===== src/rtl/led_share_arbiter.sv =====
// rtl/led_share_arbiter.sv - two-requester round-robin owner of the 16-LED bank
// Also owns the step-tick prescaler and hands grant-qualified step enables to the engines.
module led_share_arbiter #(
  parameter int TICK_DIV   = 25,
  parameter int HOLD_TICKS = 8
) (
  input  logic        clk,
  input  logic        rst,
  input  logic        req0,
  input  logic        req1,
  input  logic [15:0] led0,
  input  logic [15:0] led1,
  output logic        gnt0,
  output logic        gnt1,
  output logic        en0,
  output logic        en1,
  output logic        tick,
  output logic [15:0] led
);

  localparam int HW = $clog2(HOLD_TICKS + 1);
  localparam logic [HW-1:0] HOLD_LAST = HW'(HOLD_TICKS - 1);

  typedef enum logic [1:0] {
    IDLE = 2'd0,
    G0   = 2'd1,
    G1   = 2'd2
  } state_t;

  state_t              state;
  state_t              state_nxt;
  logic [TICK_DIV-1:0] presc;
  logic [HW-1:0]       hold_cnt;
  logic [HW-1:0]       hold_nxt;
  logic                last;
  logic                last_nxt;

  assign tick = rst & (presc == '1);

  always_ff @(posedge clk) begin
    if (!rst) begin
      presc    <= '0;
      state    <= IDLE;
      hold_cnt <= '0;
      last     <= 1'b1;
      led      <= 16'h0000;
    end else begin
      presc    <= presc + TICK_DIV'(1);
      state    <= state_nxt;
      hold_cnt <= hold_nxt;
      last     <= last_nxt;
      // Select follows the registered state, so led lags a grant change by one clock.
      case (state)
        G0:      led <= led0;
        G1:      led <= led1;
        default: led <= 16'h0000;
      endcase
    end
  end

  always_comb begin
    state_nxt = state;
    hold_nxt  = hold_cnt;
    case (state)
      IDLE: begin
        if (req0 && req1)  state_nxt = last ? G0 : G1;
        else if (req0)     state_nxt = G0;
        else if (req1)     state_nxt = G1;
      end
      G0: begin
        // Release is checked before the hold limit so it wins when both happen together.
        if (!req0)             state_nxt = req1 ? G1 : IDLE;
        else if (!req1)        hold_nxt = '0;
        else if (tick) begin
          if (hold_cnt == HOLD_LAST) state_nxt = G1;
          else                       hold_nxt = hold_cnt + HW'(1);
        end
      end
      G1: begin
        if (!req1)             state_nxt = req0 ? G0 : IDLE;
        else if (!req0)        hold_nxt = '0;
        else if (tick) begin
          if (hold_cnt == HOLD_LAST) state_nxt = G0;
          else                       hold_nxt = hold_cnt + HW'(1);
        end
      end
      default: state_nxt = IDLE;
    endcase
    if (state_nxt != state) hold_nxt = '0;
  end

  always_comb begin
    last_nxt = last;
    if (state_nxt == G0 && state != G0) last_nxt = 1'b0;
    if (state_nxt == G1 && state != G1) last_nxt = 1'b1;
  end

  always_comb begin
    gnt0 = (state == G0);
    gnt1 = (state == G1);
    en0  = tick & gnt0;
    en1  = tick & gnt1;
  end

endmodule


===== config.mk =====
export PLATFORM = sky130hd
export DESIGN_NAME = led_share_arbiter
export DESIGN_NICKNAME = d
export VERILOG_FILES = /design/src/rtl/led_share_arbiter.sv
export SDC_FILE = /design/constraint.sdc
export NUM_CORES = 1
export LEC_CHECK = 0
export BUFFER_PORTS_ARGS = -buffer_cell sky130_fd_sc_hd__buf_2
export CAP_MARGIN = 20
export CORE_ASPECT_RATIO = 0.8
export CORE_MARGIN = 8
export CORE_UTILIZATION = 45
export DETAILED_ROUTE_END_ITERATION = 6
export PLACE_DENSITY = 0.74
export SLEW_MARGIN = 20
export SYNTH_ARGS = -nofsm -noshare
export SYNTH_HDL_FRONTEND = slang
export SYNTH_SLANG_ARGS = --single-unit
export TNS_END_PERCENT = 50

===== constraint.sdc =====
create_clock -name clk -period 2.55 [get_ports clk]
set_input_delay 0.1275 -clock clk [delete_from_list [all_inputs] [get_ports clk]]
set_output_delay 0.1275 -clock clk [all_outputs]
set_load 0.01 [all_outputs]

* Word-level counts from Yosys, hierarchy flattened *
Index checks and enable logic that the tools add are counted.

operators by class
  div/mod/pow operators = 0
  mux-type cells = 23
  $lt $le $gt $ge = 0
  eq/ne operators = 11
  reduce and logical (&&, ||, !) cells = 8
  add/subtract/negate cells = 2
  bitwise operators = 4
  shift operators = 0
  multipliers = 0

operator list
  operator                                                         number
  16-bit case mux with 2 select lines                              1
  2-bit two-way mux                                                13
  25-bit by 1-bit adder with 25-bit output, second input constant  1
  25-bit == test, second input constant                            1
  4-bit two-way mux                                                6
  4-bit case mux with 2 select lines                               1
  2-bit != test, second input constant                             3
  2-bit case mux with 3 select lines                               1
  4-bit by 1-bit adder with 4-bit output, second input constant    1
  2-bit by 1-bit == test with 1-bit output, second input constant  2
  2-bit == test, second input constant                             2
  4-bit by 3-bit == test with 1-bit output, second input constant  1
  2-bit OR reduction                                               2
  1-bit bitwise AND                                                3
  1-bit logical AND                                                3
  3-bit AND reduction                                              1
  2-bit zero test                                                  1
  2-bit by 1-bit != test with 1-bit output, second input constant  1
  2-bit != test                                                    1
  2-bit nonzero test                                               1
  1-bit two-way mux                                                1
  1-bit inverter                                                   1

word-level totals
  bits in registers = 48
  bits in latches = 0
  memory bits (writable) = 0
  memories = 0
  bits in read-only memories = 0

* Logic depth before layout (Yosys ltp) *
  word-level depth = 9
  gate-level depth with buffers = 8

* Least setup slack after synthesis *
OpenSTA, ideal clock, no wires.

  path kind = register to register
  start point = register presc[8]
  end point = register last
  slack = 379 ps
  setup time = 122 ps
  cell stages (with the launch flop) = 7
  arrival = 2,050 ps
  clock period less this slack = 2,171 ps
  cell sequence = dfxtp_1 > nand4_2 > or4_4 > nor4_1 > o21a_2 > o311ai_2 > a221o_1

on the way
  longest elaborated chain between the ends = 9
  elaborated cells on any way between the ends = 14
  classes of those cells = eq/ne (3); mux (7); bitwise (1); reduce/logical (3)

RTL lines
  what                                    line    source
  from (decl)                             32      logic [TICK_DIV-1:0] presc;
  from (signal assigned)                  48      presc <= presc + TICK_DIV'(1);
  25-bit == test (*)                      38      assign tick = rst & (presc == '1);
  1-bit bitwise AND (*)                   38
  2-bit two-way mux (on tied branches)    82, 74
  2-bit two-way mux (on tied branches)    81, 73
  2-bit two-way mux (on tied branches)    80, 72
  2-bit case mux with 3 select lines (*)  64      case (state)
  2-bit == test                           95      if (state_nxt == G1 && state != G1) last_nxt = 1'b1;
  1-bit logical AND                       95
  2-bit OR reduction (no line)            -
  to (signal assigned)                    51      last <= last_nxt;
  to (decl)                               35      logic last;

Mark *: on every way between the ends. The rest lies on a longest branch, timed or not.
A chain may end at the register's enable or synchronous reset.

* Final worst setup path *
  start point = register presc[0]
  end point = output port en1

on the way
  longest elaborated chain between the ends = 3

RTL lines
  what               line  source
  25-bit == test     38
  1-bit bitwise AND  38
  1-bit bitwise AND  102   en1 = tick & gnt1;
  to (decl)          16    output logic en1,

No other way between the ends.

==> results_dict.tcl <==
set metrics [dict create \
    ys_ff_latch 48 \
    worst_ep_arrival_time_ns 2.21 \
    grt_pass1_wl_mm 8.832 \
    tightest_slew_ns 0.5209 \
    antenna_found_initial 0 \
    cp-start-kind "flop" \
    initial_core_util 0.4683 \
    hold_path.class "in2reg" \
    ctsHoldBuffers 0 \
    synth-edff-count 0 \
    p_total_mw 1.741 \
    avgSynthCellArea_um2 8.589 \
    post-cts-setup-buffer-count 0 \
    routedWlPerCell_um 13.72 \
    vdd_ir_drop_max_v 0.0003671 \
    clk_latency_ns 0.30 \
    fin_ws_ns 0.2104 \
    clk_pin_slew_worst_paths_ns 0.09 \
    drc 0 \
    dp_hpwl_mm 4.085 \
    routed_via_density 5.323 \
    syn-cell-area_mm2 0.002345 \
    cts.path.max_buffers 2 \
    place.gp.congestion 0.8555 \
    cts_made_buffers 5 \
    n_antenna_cell 0 \
    synthCells 273 \
    fin_skew_ns 0.009966 \
    setup_violations 0 \
    leakage_nw 1.197 \
    drtIter0Drc 138 \
    place_ws_ns 0.2594 \
    drive_gt1_frac 0.2447 \
    route.final.wire_length_mm 5.391 \
    coreArea_mm2 0.005007 \
    worst_slew_margin_rel 0.6501 \
    finalHoldViolCount 0 \
    postRouteAntennaNets 0 \
    drt-pass1-iter-count 7 \
    cts_tree "done" \
    async_reset_ff_frac 0 \
    critPathMaxFanout 7 \
    placed_area_mm2 0.002686 \
    period_minus_slack_ns 2.340 \
    grt_overflow 0 \
    cellPowerDensity_mw_per_mm2 618.5 \
    cts_sinks 48 \
    fmax_ghz 0.4274 \
    via_count 2092 \
    synth_flop_cell "dfxtp_1" \
    cp.required_ns 2.42 \
    num_rows 23 \
    final.setup.tns_ns 0 \
    area_growth_pct 20.06 \
    die_w_um 96.71 \
    min_period_over_period 0.9175 \
    design_area_mm2 0.002815 \
    grt_max_degree 26 \
    slew_violations 0 \
    root_buffer "clkbuf_8" \
    rsz0062_at_grt "false" \
    grt_pass1_vias 1999 \
    end_kind "primary output" \
    cts_max_level 2 \
    yosysWarnings 0 \
    grt.total_usage 0.1341 \
    nets 373 \
    status "completed" \
    seq_area_frac_synth 0.4098 \
    ys_types 45 \
    ctsResizeCount 0 \
    cap_violations 0 \
    num_io_pins 57 \
    design.die.area_mm2 0.007791 \
    fp.dieH_um 80.57 \
    port_buffers 56 \
    synth_fp_nets 315 \
    crit_type "reg2out" \
]
-- state kept, by name (all words and copies together), names as in the netlist --
name      count
hold_cnt      4
last          1
led          16
presc        25
state         2
-- path summary, 6_finish.rpt --
kind / from / depth (start not counted) / slack (ns) / end
setup / recovery: presc[0]$_SDFF_PN0_ / 7 / 0.21 / en1
hold / removal: led0[6] / 3 / 0.05 / led[6]$_SDFF_PN0_
setup reg to reg: presc[12]$_SDFF_PN0_ / 6 / 0.21 / last$_SDFFE_PP1P_
hold reg to reg: presc[0]$_SDFF_PN0_ / 1 / 0.47 / presc[0]$_SDFF_PN0_
-- worst max-delay path, cell delays in order, from the launching register on --
cell     delay, ns
dfxtp_1       0.38
ha_1          0.22
and4_2        0.28
nand4_1       0.17
buf_4         0.21
nor4_4        0.34
and2_1        0.18
buf_2         0.13
-- where the power goes --
group,switching [mW],internal [mW],total (mW)
Clock,0.245,0.386,0.631
Combinational,0.183,0.128,0.311
Sequential,0.0239,0.776,0.800
-- layout by cell type, fill, tap and decap left out, drive strengths merged, types with 2 or more instances in the layout --
cell type	Yosys	routed
nor4	4	4
o31ai	2	2
o21ai	6	6
inv	8	8
and2	5	5
a22oi	16	16
o21a	2	2
dfxtp	48	48
mux2i	4	4
xor2	12	12
buf	0	62
a31oi	2	2
nand4	9	9
nor3	5	5
nand2	23	23
nor2	54	54
and3	4	4
nand3	13	13
clkbuf	11	5
nand2b	2	2
and4	4	4
xnor2	10	10
bufinv	0	2
a211oi	3	3
a21oi	6	6
ha	6	6
-- layer usage --
| layer | GRT usage | share of wire |
|---|---|---|
| met1 | 0.1587 | 0.45 |
| met2 | 0.2328 | 0.50 |
| met3 | 0.02742 | 0.036 |
| met4 | 0.05666 | 0.012 |
| met5 | 0 | 0 |
-- cells by family (layout without fill, tap and decap cells) --
group	after synthesis	after routing	synth area share
simple gates	128	128	0.2812
flops	48	48	0.4098
compound gates	45	45	0.1371
xor+xnor	22	22	0.08218
buf+inv	20	78	0.04055
fa+ha+maj	6	6	0.03202
mux	4	4	0.01708
-- cells in the mapped netlist, types with 3 or more instances --
cell / n / share of area
a211oi_1: 3 / 0.0096
a21oi_1: 6 / 0.013
a22oi_1: 16 / 0.051
and2_1: 4 / 0.011
and3_1: 4 / 0.011
clkbuf_1: 9 / 0.014
dfxtp_1: 48 / 0.41
ha_1: 6 / 0.032
inv_1: 8 / 0.013
mux2i_1: 4 / 0.017
nand2_1: 23 / 0.037
nand3_1: 13 / 0.028
nand4_1: 6 / 0.016
nor2_1: 54 / 0.086
nor3_1: 5 / 0.011
nor4_1: 3 / 0.0080
o21ai_0: 6 / 0.013
xnor2_1: 10 / 0.037
xor2_1: 12 / 0.045
-- stage by stage --
step	hold slack (ns)	instances	util
finish	0.05482	393	0.5622
global route	0.05900	393	0.5622
CTS	0.04882	393	0.5622
detailed placement	0.3673	386	0.5365
global placement	0.3590	386	0.5365
floorplan	0.2716	273	-
-- cell type report --
| type | count | area, um2 |
|---|---|---|
| clock inverter | 2 | 60.06 |
| clock buffer | 5 | 68.82 |
| fill | 469 | 2192 |
| inverter | 9 | 33.78 |
| tap | 62 | 77.57 |
| multi-input combinational | 205 | 1289 |
| timing repair buffer | 62 | 325.3 |
| sequential | 48 | 960.9 |
Note: power is estimated with default switching activity, not from simulation.
